<file path="src/rtl/pelican_perm_bits_inv.sv">
// Pelican bit-permutation inverse (forward too when PELICAN_PERM_DIR_EN is defined), LANES words per cycle.
// Latency 4/LANES+1 cycles accept-to-out_valid; result held until out_ready, in_ready low while busy.
module pelican_perm_bits_inv #(
  parameter int LANES = 1
) (
  input  logic        clk,
  input  logic        rst_n,
  input  logic        in_valid,
  output logic        in_ready,
  input  logic [31:0] in_b0,
  input  logic [31:0] in_b1,
  input  logic [31:0] in_b2,
  input  logic [31:0] in_b3,
`ifdef PELICAN_PERM_DIR_EN
  input  logic        dir,
`endif
  output logic        out_valid,
  input  logic        out_ready,
  output logic [31:0] out_a0,
  output logic [31:0] out_a1,
  output logic [31:0] out_a2,
  output logic [31:0] out_a3,
  output logic        busy
);

  localparam logic [1:0] S_IDLE = 2'd0;
  localparam logic [1:0] S_RUN  = 2'd1;
  localparam logic [1:0] S_DONE = 2'd2;

  logic [1:0]  r_state;
  logic [2:0]  r_cnt;
  logic [31:0] r_b [4];
  logic [31:0] r_a [4];
  logic        w_fwd;

  // Bit 4k+m of the recovered word sits at bit 8*((j-m) mod 4)+k of the permuted word.
  function automatic logic [31:0] f_perm(input logic [1:0] j, input logic [31:0] w, input logic fwd);
    logic [31:0] y;
    logic [4:0]  i_a;
    logic [4:0]  i_b;
    y = '0;
    for (int k = 0; k < 8; k++) begin
      for (int m = 0; m < 4; m++) begin
        i_a = {3'(k), 2'(m)};
        i_b = {j - 2'(m), 3'(k)};
        if (fwd) y[i_b] = w[i_a];
        else     y[i_a] = w[i_b];
      end
    end
    return y;
  endfunction

`ifdef PELICAN_PERM_DIR_EN
  logic r_dir;
  always_ff @(posedge clk or negedge rst_n) begin
    if (!rst_n)
      r_dir <= 1'b0;
    else if (r_state == S_IDLE && in_valid)
      r_dir <= dir;
  end
  assign w_fwd = r_dir;
`else
  assign w_fwd = 1'b0;
`endif

  // The counter carry into bit 2 marks all four words written; DONE follows one cycle later.
  always_ff @(posedge clk or negedge rst_n) begin
    if (!rst_n) begin
      r_state <= S_IDLE;
      r_cnt   <= '0;
      for (int i = 0; i < 4; i++) begin
        r_b[i] <= '0;
        r_a[i] <= '0;
      end
    end else begin
      case (r_state)
        S_IDLE: begin
          if (in_valid) begin
            r_b[0]  <= in_b0;
            r_b[1]  <= in_b1;
            r_b[2]  <= in_b2;
            r_b[3]  <= in_b3;
            r_cnt   <= '0;
            r_state <= S_RUN;
          end
        end
        S_RUN: begin
          if (r_cnt[2]) begin
            r_state <= S_DONE;
          end else begin
            for (int l = 0; l < LANES; l++)
              r_a[r_cnt[1:0] + 2'(l)] <= f_perm(r_cnt[1:0] + 2'(l), r_b[r_cnt[1:0] + 2'(l)], w_fwd);
            r_cnt <= r_cnt + 3'(LANES);
          end
        end
        S_DONE: begin
          if (out_ready) r_state <= S_IDLE;
        end
        default: r_state <= S_IDLE;
      endcase
    end
  end

  assign in_ready  = (r_state == S_IDLE);
  assign out_valid = (r_state == S_DONE);
  assign busy      = (r_state == S_RUN) || (r_state == S_DONE);
  assign out_a0    = r_a[0];
  assign out_a1    = r_a[1];
  assign out_a2    = r_a[2];
  assign out_a3    = r_a[3];

endmodule

</file>
<file path="config.mk">
export PLATFORM = sky130hd
export DESIGN_NAME = pelican_perm_bits_inv
export DESIGN_NICKNAME = d
export VERILOG_FILES = /design/src/rtl/pelican_perm_bits_inv.sv
export SDC_FILE = /design/constraint.sdc
export NUM_CORES = 1
export LEC_CHECK = 0
export CAP_MARGIN = 20
export CORE_AREA = 3 3 146 148
export CTS_CLUSTER_SIZE = 14
export DETAILED_ROUTE_END_ITERATION = 6
export DIE_AREA = 0 0 149 151
export GPL_TIMING_DRIVEN = 0
export PLACE_DENSITY_LB_ADDON = 0.25
export SLEW_MARGIN = 20
export SYNTH_ARGS = -nofsm -noshare
export SYNTH_HDL_FRONTEND = slang
export SYNTH_SLANG_ARGS = --single-unit
</file>
<file path="constraint.sdc">
create_clock -name clk -period 4.2 [get_ports clk]
set_input_delay 0.84 -clock clk [delete_from_list [all_inputs] [get_ports clk]]
set_output_delay 0.84 -clock clk [all_outputs]
set_load 0.005 [all_outputs]
</file>
==> results of run 1 <==
cells in the mapped netlist, types with 4 or more instances:
cell type	number	area [sq um]
mux2i_1	32	320
mux2_2	193	2170
clkbuf_1	18	67.6
dfrtp_1	261	6530
buf_2	23	115
mux4_2	32	721
o21ai_1	64	320
ha_1	8	100
nand3b_1	4	30.0
nand2_1	67	251
state kept, by name, indices dropped and copies added (netlist names):
signal / flops
r_cnt: 3
r_b: 128
out_a2: 32
out_a3: 32
r_state: 2
out_a0: 32
out_a1: 32
area by class of cell:
type | instances | area (sq um)
Clock inverter | 10 | 100
Inverter | 4 | 15.0
Fill cell | 1420 | 5400
Clock buffer | 37 | 783
Multi-Input combinational cell | 417 | 4020
Timing Repair Buffer | 265 | 2710
Sequential cell | 261 | 6530
Tap cell | 270 | 338
Buffer | 47 | 268
power by group through the flow:
stage | clock network (mW) | registers, mW | logic (mW)
3_5_place_dp | 0 | 4.48 | 5.52
2_1_floorplan | 0 | 4.36 | 3.18
6_report | 2.36 | 4.45 | 5.50
3_3_place_gp | 0 | 4.43 | 5.35
5_1_grt | 2.52 | 4.59 | 5.96
4_1_cts | 2.39 | 4.44 | 5.56
per-stage QoR:
step / power, mW / hold slack (ns) / util, %
detailed placement: 10.0 / 0.476 / 68.8
CTS: 12.4 / 0.155 / 73.2
finish: 12.3 / 0.166 / 73.2
global route: 13.1 / 0.162 / 73.2
floorplan: 7.54 / 0.474 / -
global placement: 9.78 / 0.467 / 68.4
final timing paths:
kind	startpoint	end	slack, ns	cells past startpoint
worst min-delay path	rst_n	out_a1[5]	0.17	1
worst max-delay path	r_cnt[0]	out_a1[25]	1.43	8
worst min register to register	out_a2[13]	out_a2[13]	0.49	2
max in group asynchronous	rst_n	r_b[74]	2.95	3
min in group clk	out_a2[13]	out_a2[13]	0.49	2
worst max register to register	r_cnt[0]	out_a1[25]	1.43	8
worst max-delay path, delay by kind of cell, from the launching register on:
family / cells / cell delay (ns)
adder cells (fa/ha/maj): 1 / 0.29
flip-flops: 1 / 0.40
AO/OA/AOI/OAI: 1 / 0.18
multiplexers: 1 / 0.48
buffers and inverters: 5 / 1.32
cells by family (layout without fill, tap and decap cells):
kind of cell    Yosys count  count (layout)  synth area share, %
compound gates           72              72                 3.44
fa+ha+maj                 8               8                0.924
buf+inv                  51             363                 2.61
flops                   261             261                 60.3
mux                     257             257                 29.7
simple gates             80              80                 3.09
per-layer routing:
layer	global-route usage, %	vias up	share of wire (%)
li1	-	3195	-
met1	32.7	3639	40
met2	44.2	260	51
met3	6.19	42	7.1
met4	5.77	6	1.8
met5	0	-	0.14
==> key figures, run 1 <==
Status
  • Status: finished clean

Routing
  • Routed wire per std cell: 21.7 um
  • Initial drt markers: between 300 and 400
  • Via count: 7142
  • DRT antenna net count: 0
  • Via density: between 5 and 6
  • Final Routed Wirelength: between 20000 and 30000 um
  • DRC viols: 0
  • Drt first pass iters: 5

Die
  • DIE AREA: around 22000 sq um
  • Die Span Y: between 150 and 200 um
  • Starting Density: 53.7%
  • Die W: around 150 um
  • Rows: between 50 and 60
  • IO Count: ~260
  • CORE AREA: ~20000 sq um

Power and ir drop
  • Power per cell area: 834 nW/um^2
  • Leakage: roughly 6.3 nW
  • Worst vdd rail ir drop: a little under 0.5 mV
  • Internal power: 8.34 mW
  • Clock power share: 19.2%
  • Switching power: 3.97 mW
  • Switching Fraction: between 30% and 40%
  • Register share of total power: between 30% and 40%
  • Logic pwr share: 44.7%

Setup path
  • Most frequent CP cell: buf_2
  • Max stage delay on crit path: ~0.5 ns
  • Crit-path slowest cell: clkbuf_1
  • Critical Path RT: ~4.6 ns
  • Worst-path fanout max: 10
  • CP endpoint kind: flop
  • Crit Path Category: reg2reg
  • Crit path launch type: flop
  • CP cell instances: buf_6, buf_2, inv_1, ha_1, buf_2, clkbuf_1, mux4_2, o21ai_1
  • Crit path DAT: ~3.2 ns

Placed design
  • Routability congestion estimate: ~0.86
  • Inst Count DP: roughly 1300
  • HPWL after DPL: roughly 21000 um
  • Port Buffers: between 200 and 300
  • Placed cell areas: roughly 14000 sq um
  • Worst slack, placed: roughly 1.4 ns

Synth
  • Share of synthesized flip-flops with an asynchronous set or reset: 100%
  • Syn nets: around 870
  • Post-synthesis sequential area ratio: ~60%
  • EDFF count, synth: 0
  • Most used DFF post-synth: dfrtp_1
  • Synthesized area per cell: roughly 15 sq um
  • Cell variety after synth: 26
  • Synth Register Bits: 261
  • Yosys warnings: 0
  • Post-Synthesis Cell Area: roughly 11000 sq um
  • Synthesized instance count: about 730

Clock tree
  • CTS resizes: 0
  • TritonCTS clock tree: yes
  • Post-CTS setup repair buffer count: 0
  • CTS buffer count: 26
  • Later-pin clock latency in the skew report: roughly 0.52 ns
  • Hold buffers post-CTS: 0
  • CTS sink cnt: around 260
  • Clock root cell: clkbuf_16
  • Longest Clk Path Bufs: 3
  • CTS H-tree depth: 1
  • Clock transition at path regs: 0.06 ns

STA
  • RSZ-0062 raised after global routing: false
  • Hold Fails Final Rpt: 0
  • Slew @ Worst Pin: roughly 0.79 ns
  • Worst slew margin: around 47%
  • Min setup slack post-route: 1.43 ns
  • Setup_tns: 0 ns
  • Layout Skew: 0.0111 ns
  • Min Tclk post-route: ~2.8 ns
  • Max Fclk: 361 MHz
  • Count of final setup violators: 0
  • Period utilization: roughly two thirds
  • Final Max Slew Viols: 0

Global routing
  • Global-route wire length before repair: around 44000 um
  • Largest net degree at the start of global routing: 87
  • Vias in the first global route: 7580
  • Initial antenna violation count: 3
  • All-Layer GR Usage: 25.4%
  • Total gr overflow: 0

Layout
  • Area delta synth->final: 36.3%
  • Most frequent cells in the layout: 261 x clkdlybuf4s50_1, 261 x dfrtp_1, 193 x mux2_2
  • Design Area, Final: about 15000 sq um
  • Number of diodes: 0
  • Layout Cells excl Fill: about 1300
  • Fraction of layout cells with a size suffix above 1: between 20% and 30%
  • Nets: about 1200

Worst hold path
  • Hold Path Class: in2async

Run
  • Max_cap viols: 0
(Power assumes the default switching activity.)
==> run 2, diff against run 1 <==
Settings changed: CORE_AREA 3 3 146 148 to 3 3 160 162, DIE_AREA 0 0 149 151 to 0 0 163 165.
Clock period 4.2 ns to 2.3 ns, I/O delays scaled along.
==> key figures, run 2 (same netlist as run 1, synthesis figures left out) <==
Layout
  • Top reg by flops: r_b (unchanged)
  • Fraction of layout cells with a size suffix above 1: 29.6% (was 29.2%)
  • Design Area, Final: 14800 sq um (about the same)
  • Most frequent cells in the layout: 261 x clkdlybuf4s50_1, 261 x dfrtp_1, 193 x mux2_2 (unchanged)
  • Area delta synth->final: 36.9% (was 36.3%)
  • Post-Route Utilization: 61.2% (was 73.2%)
  • Nets: 1162 (unchanged)
  • Max reg flops: 128 (unchanged)
  • Number of diodes: 0 (unchanged)

STA
  • Min Tclk post-route: 2.22 ns
  • Layout Skew: 0.00606 ns (was 0.0111 ns)
  • Count of final setup violators: 0 (unchanged)
  • Hold Fails Final Rpt: 0 (unchanged)
  • Period utilization: a little over nine tenths
  • RSZ-0062 raised after global routing: false (unchanged)
  • Final Max Slew Viols: 0 (unchanged)
  • Max Fclk: between 400 and 500 MHz
  • Worst slew margin: 47.4% (was 47.2%)
  • Setup_tns: 0 ns (unchanged)
  • Slew @ Worst Pin: 0.789 ns (was 0.792 ns)

Setup path
  • Worst-path fanout max: 3 (was 10)
  • Crit Path Category: reg2out (was reg2reg)
  • Reg2Reg Launch Point: r_cnt[1] (was r_cnt[0])
  • Crit path DAT: 1.76 ns (was 3.20 ns)
  • CP endpoint kind: primary output (was flop)
  • Reg2reg setup slack: 0.12 ns (was 1.43 ns)
  • Crit path launch type: flop (unchanged)
  • R2R cell count: 7 (was 8)
  • Critical Path RT: 1.84 ns (was 4.63 ns)
  • R2r endpoint: out_a1[31] (was out_a1[25])

Placed design
  • HPWL after DPL: 21600 um (was 20900 um)
  • Routability congestion estimate: 0.816 (was 0.864)
  • Placed cell areas: 14000 sq um (was 13900 sq um)
  • Port Buffers: 262 (unchanged)

Clock tree
  • CTS buffer count: 27 (was 26)
  • Post-CTS setup repair buffer count: 0 (unchanged)
  • CTS H-tree depth: 1 (unchanged)
  • Clock transition at path regs: 0.06 ns (about the same)
  • Longest Clk Path Bufs: 3 (unchanged)
  • TritonCTS clock tree: yes (unchanged)
  • Later-pin clock latency in the skew report: 0.53 ns (was 0.52 ns)
  • CTS sink cnt: 261 (unchanged)
  • Clock root cell: clkbuf_16 (unchanged)

Routing
  • Via count: 7172 (was 7142)
  • Via density: 5.25 (was 5.45)
  • Initial drt markers: 437 (was 324)
  • Drt first pass iters: 4 (was 5)
  • Final Routed Wirelength: 29600 um (was 28500 um)
  • Routed wire per std cell: 21.6 um (was 21.7 um)
  • DRC viols: 0 (unchanged)
  • DRT antenna net count: 0 (unchanged)

Global routing
  • All-Layer GR Usage: 21.8% (was 25.4%)
  • Vias in the first global route: 7450 (was 7580)
  • Initial antenna violation count: 3 (unchanged)
  • Largest net degree at the start of global routing: 92 (was 87)
  • Total gr overflow: 0 (unchanged)
  • Global-route wire length before repair: 44300 um (was 43500 um)

Die
  • Rows: 57 (was 52)
  • CORE AREA: 24200 sq um (was 20200 sq um)
  • Die Span Y: 165 um (was 151 um)
  • DIE AREA: 26900 sq um (was 22500 sq um)
  • IO Count: 263 (unchanged)
  • Starting Density: 44.7% (was 53.7%)
  • Die W: 163 um (was 149 um)

Status
  • Status: finished clean (unchanged)

Power and ir drop
  • Final Power: 22.4 mW (was 12.3 mW)
  • Worst vdd rail ir drop: 0.668 mV (was 0.482 mV)
  • Leakage: 6.30 nW (about the same)
  • Power per cell area: 1510 nW/um^2 (was 834 nW/um^2)

Worst hold path
  • Hold Path Class: in2async (unchanged)

Run
  • Max_cap viols: 0 (unchanged)
==> run 2: changes by cell type in the layout (fill, tap and decap cells not counted), sizes merged <==
cell and change:
bufinv -1, clkbuf +3, clkinv -3, dlygate4sd3 +1, inv +1
==> run 2: report_power, final <==
group | switching, mW | internal [mW]
Clock | 1.73 | 2.41
Combinational | 4.36 | 5.78
Sequential | 1.21 | 6.92
Total | 7.29 | 15.1
==> run 2: critical path: stages (launching register included) <==
cell and delay (ns):
dfrtp_1 0.37, inv_1 0.10, ha_4 0.27, clkdlybuf4s50_1 0.49
==> run 2: worst max-delay path by stage <==
stage,start,cells past startpoint,to
after floorplan,r_cnt[0],8,out_a3[13]
after global placement,rst_n,1,out_a0[6]
after detailed placement,r_cnt[0],8,out_a1[31]
after CTS,r_state[0],3,busy
after global routing,r_cnt[1],7,out_a1[31]
final,r_state[1],3,busy
==> run 2: final cells by class <==
type | count | area (sq um)
Clock inverter | 7 | 63.8
Sequential cell | 261 | 6530
Inverter | 4 | 17.5
Fill cell | 1904 | 9420
Clock buffer | 42 | 772
Multi-Input combinational cell | 417 | 4040
Tap cell | 324 | 405
Buffer | 45 | 287
Timing Repair Buffer | 266 | 2720
==> run 2: timing repair <==
| item | 4_1_cts | 5_1_grt |
|---|---|---|
| hold endpoints to repair | 48 | 0 |
| hold buffers | 1 | 0 |
| gates resized for setup | 10 | 12 |
| setup endpoints to repair | 98 | 56 |
==> run 2: metrics by stage <==
step           setup WS [ns]  hold slack [ns]  std cells
4_1_cts               0.0260            0.436       1367
6_report              0.0803            0.441       1366
3_3_place_gp          -10.48            0.468       1315
5_1_grt              0.00689            0.474       1366
2_1_floorplan          0.116            0.164        729
3_5_place_dp          -0.597            0.396       1318
==> run 2: per-layer routing <==
metal | vias up | global-route usage [%] | wire length (um) | share of wire, %
met3 | 47 | 4.79 | 2120 | 7.2
met5 | - | 0 | 35 | 0.12
met2 | 233 | 37.9 | 14700 | 50
met4 | 6 | 4.50 | 492 | 1.7
met1 | 3682 | 28.5 | 12200 | 41
li1 | 3204 | - | - | -
